--- config.mk ---
export PLATFORM = sky130hd
export DESIGN_NAME = mult_rr_sched
export DESIGN_NICKNAME = d
export VERILOG_FILES = /design/src/rtl/mult_rr_sched.sv
export SDC_FILE = /design/constraint.sdc
export NUM_CORES = 1
export LEC_CHECK = 0
export CAP_MARGIN = 20
export CORE_ASPECT_RATIO = 1.2
export CORE_MARGIN = 2
export CORE_UTILIZATION = 24
export CTS_BUF_LIST = sky130_fd_sc_hd__clkbuf_4 sky130_fd_sc_hd__clkbuf_8
export DETAILED_ROUTE_END_ITERATION = 6
export PLACE_DENSITY = 0.51
export SETUP_SLACK_MARGIN = 0.5
export SLEW_MARGIN = 10
export SYNTH_ARGS = -nofsm -noshare
export SYNTH_HDL_FRONTEND = slang
export SYNTH_SLANG_ARGS = --single-unit
export TNS_END_PERCENT = 30
--- constraint.sdc ---
create_clock -name clk -period 5 [get_ports clk]
set_input_delay 0.75 -clock clk [delete_from_list [all_inputs] [get_ports clk]]
set_output_delay 0.75 -clock clk [all_outputs]
set_load 0.05 [all_outputs]
--- src/rtl/mult_rr_sched.sv ---
// Shared sequential signed multiplier with a two-port round-robin scheduler.
// Operands are converted to magnitudes, multiplied by shift-add over WIDTH cycles, then re-signed.
module mult_rr_sched #(
  parameter int WIDTH = 4
) (
  input  logic               clk,
  input  logic               rst,
  input  logic               req0,
  input  logic [WIDTH-1:0]   a0,
  input  logic [WIDTH-1:0]   b0,
  input  logic               req1,
  input  logic [WIDTH-1:0]   a1,
  input  logic [WIDTH-1:0]   b1,
  output logic               gnt0,
  output logic               gnt1,
  output logic               busy,
  output logic               done,
  output logic               done_id,
  output logic [2*WIDTH-1:0] out
);

  typedef enum logic [1:0] {
    IDLE = 2'd0,
    MULT = 2'd1,
    FIX  = 2'd2
  } state_t;

  localparam int CW = $clog2(WIDTH + 1);
  localparam logic [CW-1:0]      CNT_LAST = CW'(WIDTH - 1);
  localparam logic [CW-1:0]      CNT_ONE  = CW'(1);
  localparam logic [2*WIDTH-1:0] PROD_ONE = {{(2*WIDTH-1){1'b0}}, 1'b1};

  // Two's-complement magnitude; the most negative value maps cleanly to 2^(WIDTH-1) as unsigned.
  function automatic logic [WIDTH-1:0] magnitude(input logic [WIDTH-1:0] x);
    if (x[WIDTH-1]) begin
      magnitude = ~x + {{(WIDTH-1){1'b0}}, 1'b1};
    end else begin
      magnitude = x;
    end
  endfunction

  state_t             state_r, state_s;
  logic               last_grant_r, last_grant_s;
  logic               sign_r, sign_s;
  logic [WIDTH-1:0]   mcand_r, mcand_s;
  logic [WIDTH-1:0]   mplier_r, mplier_s;
  logic [2*WIDTH-1:0] acc_r, acc_s;
  logic [CW-1:0]      cnt_r, cnt_s;
  logic               gnt0_s, gnt1_s, busy_s, done_s, done_id_s;
  logic [2*WIDTH-1:0] out_s;
  logic               sel_s;
  logic [WIDTH-1:0]   a_sel_s, b_sel_s;

  // Port selection: a lone requester wins, a tie goes to the port not granted last.
  always_comb begin
    if (req0 && req1) begin
      sel_s = ~last_grant_r;
    end else if (req1) begin
      sel_s = 1'b1;
    end else begin
      sel_s = 1'b0;
    end
    a_sel_s = sel_s ? a1 : a0;
    b_sel_s = sel_s ? b1 : b0;
  end

  // Next-state and next-output logic for the IDLE/MULT/FIX sequencer.
  always_comb begin
    state_s      = state_r;
    last_grant_s = last_grant_r;
    sign_s       = sign_r;
    mcand_s      = mcand_r;
    mplier_s     = mplier_r;
    acc_s        = acc_r;
    cnt_s        = cnt_r;
    gnt0_s       = 1'b0;
    gnt1_s       = 1'b0;
    done_s       = 1'b0;
    busy_s       = busy;
    done_id_s    = done_id;
    out_s        = out;
    case (state_r)
      IDLE: begin
        if (req0 || req1) begin
          sign_s       = a_sel_s[WIDTH-1] ^ b_sel_s[WIDTH-1];
          mcand_s      = magnitude(a_sel_s);
          mplier_s     = magnitude(b_sel_s);
          acc_s        = {(2*WIDTH){1'b0}};
          cnt_s        = {CW{1'b0}};
          last_grant_s = sel_s;
          done_id_s    = sel_s;
          gnt0_s       = ~sel_s;
          gnt1_s       = sel_s;
          busy_s       = 1'b1;
          state_s      = MULT;
        end else begin
          state_s = IDLE;
        end
      end
      MULT: begin
        if (mplier_r[0]) begin
          acc_s = acc_r + ({{WIDTH{1'b0}}, mcand_r} << cnt_r);
        end else begin
          acc_s = acc_r;
        end
        mplier_s = mplier_r >> 1;
        cnt_s    = cnt_r + CNT_ONE;
        if (cnt_r == CNT_LAST) begin
          state_s = FIX;
        end else begin
          state_s = MULT;
        end
      end
      FIX: begin
        // ~0+1 wraps back to 0, so a zero product with a negative sign stays 0.
        out_s   = sign_r ? (~acc_r + PROD_ONE) : acc_r;
        done_s  = 1'b1;
        busy_s  = 1'b0;
        state_s = IDLE;
      end
      default: begin
        busy_s  = 1'b0;
        state_s = IDLE;
      end
    endcase
  end

  // State and output registers with synchronous reset; reset aborts any operation in flight.
  always_ff @(posedge clk) begin
    if (rst) begin
      state_r      <= IDLE;
      last_grant_r <= 1'b1;
      sign_r       <= 1'b0;
      mcand_r      <= {WIDTH{1'b0}};
      mplier_r     <= {WIDTH{1'b0}};
      acc_r        <= {(2*WIDTH){1'b0}};
      cnt_r        <= {CW{1'b0}};
      gnt0         <= 1'b0;
      gnt1         <= 1'b0;
      busy         <= 1'b0;
      done         <= 1'b0;
      done_id      <= 1'b0;
      out          <= {(2*WIDTH){1'b0}};
    end else begin
      state_r      <= state_s;
      last_grant_r <= last_grant_s;
      sign_r       <= sign_s;
      mcand_r      <= mcand_s;
      mplier_r     <= mplier_s;
      acc_r        <= acc_s;
      cnt_r        <= cnt_s;
      gnt0         <= gnt0_s;
      gnt1         <= gnt1_s;
      busy         <= busy_s;
      done         <= done_s;
      done_id      <= done_id_s;
      out          <= out_s;
    end
  end

endmodule

==> impl_metrics.yaml, run 1 <==
sta:
  finClkSkew_ps: 10.46
  worst_pin_slew_ps: 856.7
  tns_ps: 0
  setup_ws_ps: 2278
  finalHoldViolations: 0
  min_period_over_period: 0.5443
  final-setup-viol-count: 0
  rsz0062_at_grt: "false"
  max_slew_margin: 0.4245
  period_needed_ps: 2722
  max_freq_ghz: 0.3674
  final-max-slew-violation-count: 0
  timing.hold.ws_ps: 468.0
logic_synthesis:
  async_reset_ff_frac: 0
  netlist_instances: 256
  synth_ff_type: "dfxtp_1"
  synth_edf_count: 0
  yosys_warnings: 0
  ys_ff_latch: 36
  ys_seq_area_frac: 0.3329
  avgSynthCellArea_sq_um: 8.455
  syn_area_sq_um: 2165
  yosysUniqueCellTypes: 43
  synth_nets: 289
placement:
  dp_cells: 391
  dp_hpwl_mm: 3.718
  portBuffers: 32
  post_dp_cell_area_sq_um: 2576
  place.gp.congestion: 0.7991
  place_ws_ps: 1942
critical_path:
  cp-end-kind: "register"
  path_class: "in -> reg"
  critPathRequiredTime_ps: 5160
  startpoint: "req0"
  cp_data_arrival_time_ps: 2890
  regToRegSetupSlack_ps: 2350
  r2r_end: "acc_r[7]"
  critical_path_buf_inv_count: 1
  cpPeakStageDelay_ps: 510
  cp-endpoint: "mcand_r[2]"
  crit_cells: 7
  cp-start-kind: "input port"
  crit_family: "compound AO/OA/AOI/OAI gates"
  timing.rr.start: "cnt_r[0]"
  ff2ff_path_depth: 8
  slowest_stage: "clkdlybuf4s50_1"
  path_cells: "clkdlybuf4s50_1 > a21bo_2 > mux2i_1 > ha_1 > mux4_2 > a2111oi_0 > nor3_1"
  critPathMaxFanout: 12
global_route:
  grt_antenna_before_repair: 0
  gr-total-overflow: 0
  grt_pass1_wl_mm: 8.480
  grt_start_max_net_pins: 38
  grt_pass1_vias: 1793
  gr-usage-all-layers: 0.1065
routing:
  drc: 0
  vias: 1905
  dr.pass1.iters: 4
  wl_mm: 4.922
  drtIter0Drc: 68
  drtAntennaViolNets: 0
  wire_per_inst_microns: 12.31
  routed_via_density: 4.763
die:
  initial_core_util: 0.2500
  die_x_microns: 90.70
  rows: 37
  core_area_sq_um: 8657
  die_y_microns: 108.0
  die_area_sq_um: 9798
  pin_count: 33
clocking:
  clk_latency_ps: 290
  post_cts_buffers: 0
  cts.clk_slew.worst_paths_ps: 70
  cts_root_buffer: "clkbuf_8"
  cts.sinks: 36
  cts.path.max_buffers: 2
  cts_max_level: 2
  post_cts_resized: 0
  cts_made_buffers: 5
  cts_hold_buf: 0
  cts_tree: "built"
finish:
  stdcell_area_sq_um: 2681
  drive_gt1_frac: 0.06360
  area_delta_synth_final_pct: 23.87
  layout_common_cells: "37 x nor2_1, 36 x dfxtp_1, 32 x clkdlybuf4s50_1"
  final_cells: 400
  final_common_cell: "nor2_1"
  final_util: 0.3097
  fin_nets: 315
  n_antenna_cell: 0
pwr:
  ir_worst_vdd_mv: 0.09878
  power_density_nw_per_um2: 248.6
  power_uw: 666.6
  leakage_nw: 1.002
flow_run:
  cap_viol_max_count: 0
hold_path:
  hold_start: "mplier_r[1]"
  hold_class: "reg -> reg"
outcome:
  status: "completed"
power breakdown:
| part | internal, mW | switching [mW] | total, mW |
|---|---|---|---|
| sequential | 0.299 | 0.0146 | 0.314 |
| clock | 0.123 | 0.102 | 0.225 |
| combinational | 0.0575 | 0.0701 | 0.128 |
| total | 0.480 | 0.187 | 0.667 |
registers in the layout, indices dropped and copies added, names as in the netlist:
name,count
mplier_r,4
sign_r,1
cnt_r,3
gnt0,1
gnt1,1
busy,1
acc_r,8
done,1
mcand_r,4
state_r,2
last_grant_r,1
done_id,1
out,8
how the worst min path moves through the flow:
stage,end,cells after the start
detailed placement,mplier_r[1],2
finish,mplier_r[1],2
floorplan,mplier_r[1],2
global placement,mplier_r[1],2
global route,mplier_r[1],2
CTS,mplier_r[1],2
Yosys cell counts (2+ instances only):
master,instances,area [sq um]
a32oi_1,4,35.03
a221oi_1,2,17.52
nor3_1,11,55.05
a211oi_1,9,67.56
nand3b_1,3,22.52
a211o_1,3,26.28
buf_2,2,10.01
nand2b_1,6,37.54
a21o_1,2,15.01
xnor2_1,9,78.83
nand2_1,15,56.30
ha_1,12,150.1
clkbuf_1,13,48.80
inv_1,7,26.28
dfxtp_1,36,720.7
o21ai_0,6,30.03
nor2b_1,8,50.05
o211ai_1,7,52.55
xor2_1,6,52.55
a21oi_1,17,85.08
o22ai_1,2,12.51
nor3b_1,5,37.54
mux2i_1,12,120.1
nor2_1,37,138.9
or3_1,2,12.51
mux4_2,2,45.04
o31ai_1,2,15.01
cell type report:
class                           count  area [sq um]
Clock buffer                        8         97.59
Fill cell                         936          5976
Inverter                            7         26.28
Multi-Input combinational cell    197          1348
Sequential cell                    36         720.7
Tap cell                          117         146.4
Timing Repair Buffer               35         342.8
cells by family (layout without fill, tap and decap cells):
| family | after synthesis | in the layout | share of synthesized area |
|---|---|---|---|
| buf+inv | 23 | 50 | 0.04451 |
| compound gates | 61 | 61 | 0.1931 |
| xor+xnor | 15 | 15 | 0.06070 |
| simple gates | 94 | 94 | 0.2139 |
| flops | 36 | 36 | 0.3329 |
| fa+ha+maj | 13 | 13 | 0.07861 |
| mux | 14 | 14 | 0.07630 |
metal layers:
metal	global-route usage	up-vias	share of wire
li1	-	966	-
met1	0.1283	903	0.47
met2	0.1823	31	0.49
met3	0.02160	5	0.035
met4	0.05055	0	0.012
met5	0	-	0
worst reg2reg max path, stage by stage, from the launching register on:
cell,delay [ps]
dfxtp_1,540
mux4_2,590
and2_2,220
ha_1,320
o211ai_1,160
o211ai_1,170
a22o_1,230
a211o_1,300
nand3_2,60
(Power assumes the default switching activity.)
==> run 2, diff against run 1 <==
clock period = 2.7 ns   (was 5 ns; I/O delays follow)
==> run 2 against run 1 <==
Hold slack gained 2.2 ps. Combinational power up 110%. Critical path depth increased by 1. Cell area grew 4.6%. Register-to-register slack lost 1900 ps. Highest routed layer unchanged. Flip-flop and latch count unchanged. Core utilization increased by 1.4 points. Wire length increased by 2.1%. Global-route usage decreased by 0.13 points.
==> impl_metrics.yaml, run 2 (synthesis results as in run 1) <==
outcome:
  status: "completed"
hold_path:
  hold_class: "reg -> reg"
routing:
  drtIter0Drc: 62
  routed_via_density: 4.646
  wl_mm: 5.027
  drc: 0
  vias: 1914
  wire_per_inst_microns: 12.20
  dr.pass1.iters: 4
  drtAntennaViolNets: 0
critical_path:
  cp-start-kind: "register"
  cp_data_arrival_time_ps: 2490
  cp-end-kind: "register"
  path_class: "reg -> reg"
  critPathMaxFanout: 6
  critPathRequiredTime_ps: 2930
finish:
  fin_nets: 327
  drive_gt1_frac: 0.1288
  fill_cells: 936
  final_util: 0.3240
  final_common_cell: "nor2_1"
  multi_input_area_sq_um: 1381
  layout.area.seq_sq_um: 725.7
  n_antenna_cell: 0
  stdcell_area_sq_um: 2805
  top_regs: "acc_r: 8 flops, out: 8 flops"
  final_cells: 412
  layout_common_cells: "37 x nor2_1, 34 x dfxtp_1, 32 x clkdlybuf4s50_1"
  area_delta_synth_final_pct: 29.60
die:
  pin_count: 33
  core_area_sq_um: 8657
  die_area_sq_um: 9798
  rows: 37
  die_x_microns: 90.70
  die_y_microns: 108.0
  initial_core_util: 0.2500
pwr:
  power_density_nw_per_um2: 441.7
  switching_share: 0.2875
  ir_worst_vdd_mv: 0.2147
  internal_power_uw: 882.8
  p_seq_frac: 0.468
  pwr-share-comb: 0.212
  netSwitchingPower_uw: 356.2
  leakage_nw: 1.065
  pwr-share-clk: 0.320
placement:
  dp_hpwl_mm: 3.792
  portBuffers: 32
  dp_cells: 397
  place.gp.congestion: 0.7849
  post_dp_cell_area_sq_um: 2640
sta:
  rsz0062_at_grt: "true"
  final-max-slew-violation-count: 0
  max_freq_ghz: 0.4428
  max_slew_margin: 0.6614
  final-setup-viol-count: 0
  timing.hold.ws_ps: 470.2
  min_period_over_period: 0.8365
  finClkSkew_ps: 3.942
  worst_pin_slew_ps: 507.9
  finalHoldViolations: 0
  tns_ps: 0
  period_needed_ps: 2258
clocking:
  cts.path.max_buffers: 2
  cts_max_level: 2
  cts_made_buffers: 5
  cts.clk_slew.worst_paths_ps: 70
  cts.sinks: 36
  cts_tree: "built"
  clk_latency_ps: 280
  cts_hold_buf: 0
  cts_root_buffer: "clkbuf_8"
global_route:
  grt_start_max_net_pins: 37
  gr-total-overflow: 0
  grt_antenna_before_repair: 0
  grt_pass1_vias: 1801
  gr-usage-all-layers: 0.1052
  grt_pass1_wl_mm: 8.376
flow_run:
  cap_viol_max_count: 0
run 2: changes by cell type in the layout (fill, tap and decap cells not counted), sizes merged:
| cell | previous run | this run |
|---|---|---|
| clkinv | 0 | 2 |
| clkbuf | 8 | 6 |
| buf | 3 | 15 |
run 2: timing repair:
item,4_1_cts,5_1_grt
pin swaps,6,8
resized for setup,5,3
setup buffers,5,2
gates cloned,0,0
endpoints found under the setup margin,6,6
run 2: worst max-delay path, stage by stage, from the launching register on:
cell      delay [ps]
dfxtp_4          390
mux4_2           530
and2_4           170
ha_4             250
o211ai_1         100
o211ai_1         230
nand4_1          160
a211o_1          330
nand3_2           50
run 2: cell type report:
class / count / area share
sequential: 36 / 0.2587
clock buffer: 6 / 0.02944
multi-input combinational: 197 / 0.4924
clock inverter: 2 / 0.003568
inverter: 7 / 0.009367
timing repair buffer: 47 / 0.1543
tap: 117 / 0.05219
run 2: metrics by stage:
step	power (mW)	setup slack [ps]
after floorplan	0.7524	482.6
after global placement	0.8406	221.4
after detailed placement	0.8421	136.3
after CTS	1.252	412.7
after global routing	1.317	294.8
final	1.239	441.5
run 2: layer usage:
layer | part of all wire | up-vias | GRT usage | wire [microns]
li1 | - | 996 | - | -
met1 | 0.47 | 885 | 0.1276 | 2359
met2 | 0.49 | 29 | 0.1924 | 2477
met3 | 0.032 | 4 | 0.02300 | 162
met4 | 0.0054 | 0 | 0.01978 | 27
met5 | 0 | - | 0 | 0
run 2: worst paths after layout:
check                            startpoint           to  slack, ps  cells past startpoint
worst max-delay path               cnt_r[0]     acc_r[7]        440                      8
worst min register to register  mplier_r[1]  mplier_r[1]        470                      2
worst min-delay path            mplier_r[1]  mplier_r[1]        470                      2
worst max register to register     cnt_r[0]     acc_r[7]        440                      8
run 2: power by group through the flow:
stage          sequential, mW  clock, mW  combinational (mW)
2_1_floorplan           0.595          0               0.158
3_3_place_gp            0.591          0               0.250
3_5_place_dp            0.592          0               0.250
4_1_cts                 0.579      0.412               0.261
5_1_grt                 0.584      0.444               0.290
6_report                0.579      0.397               0.263
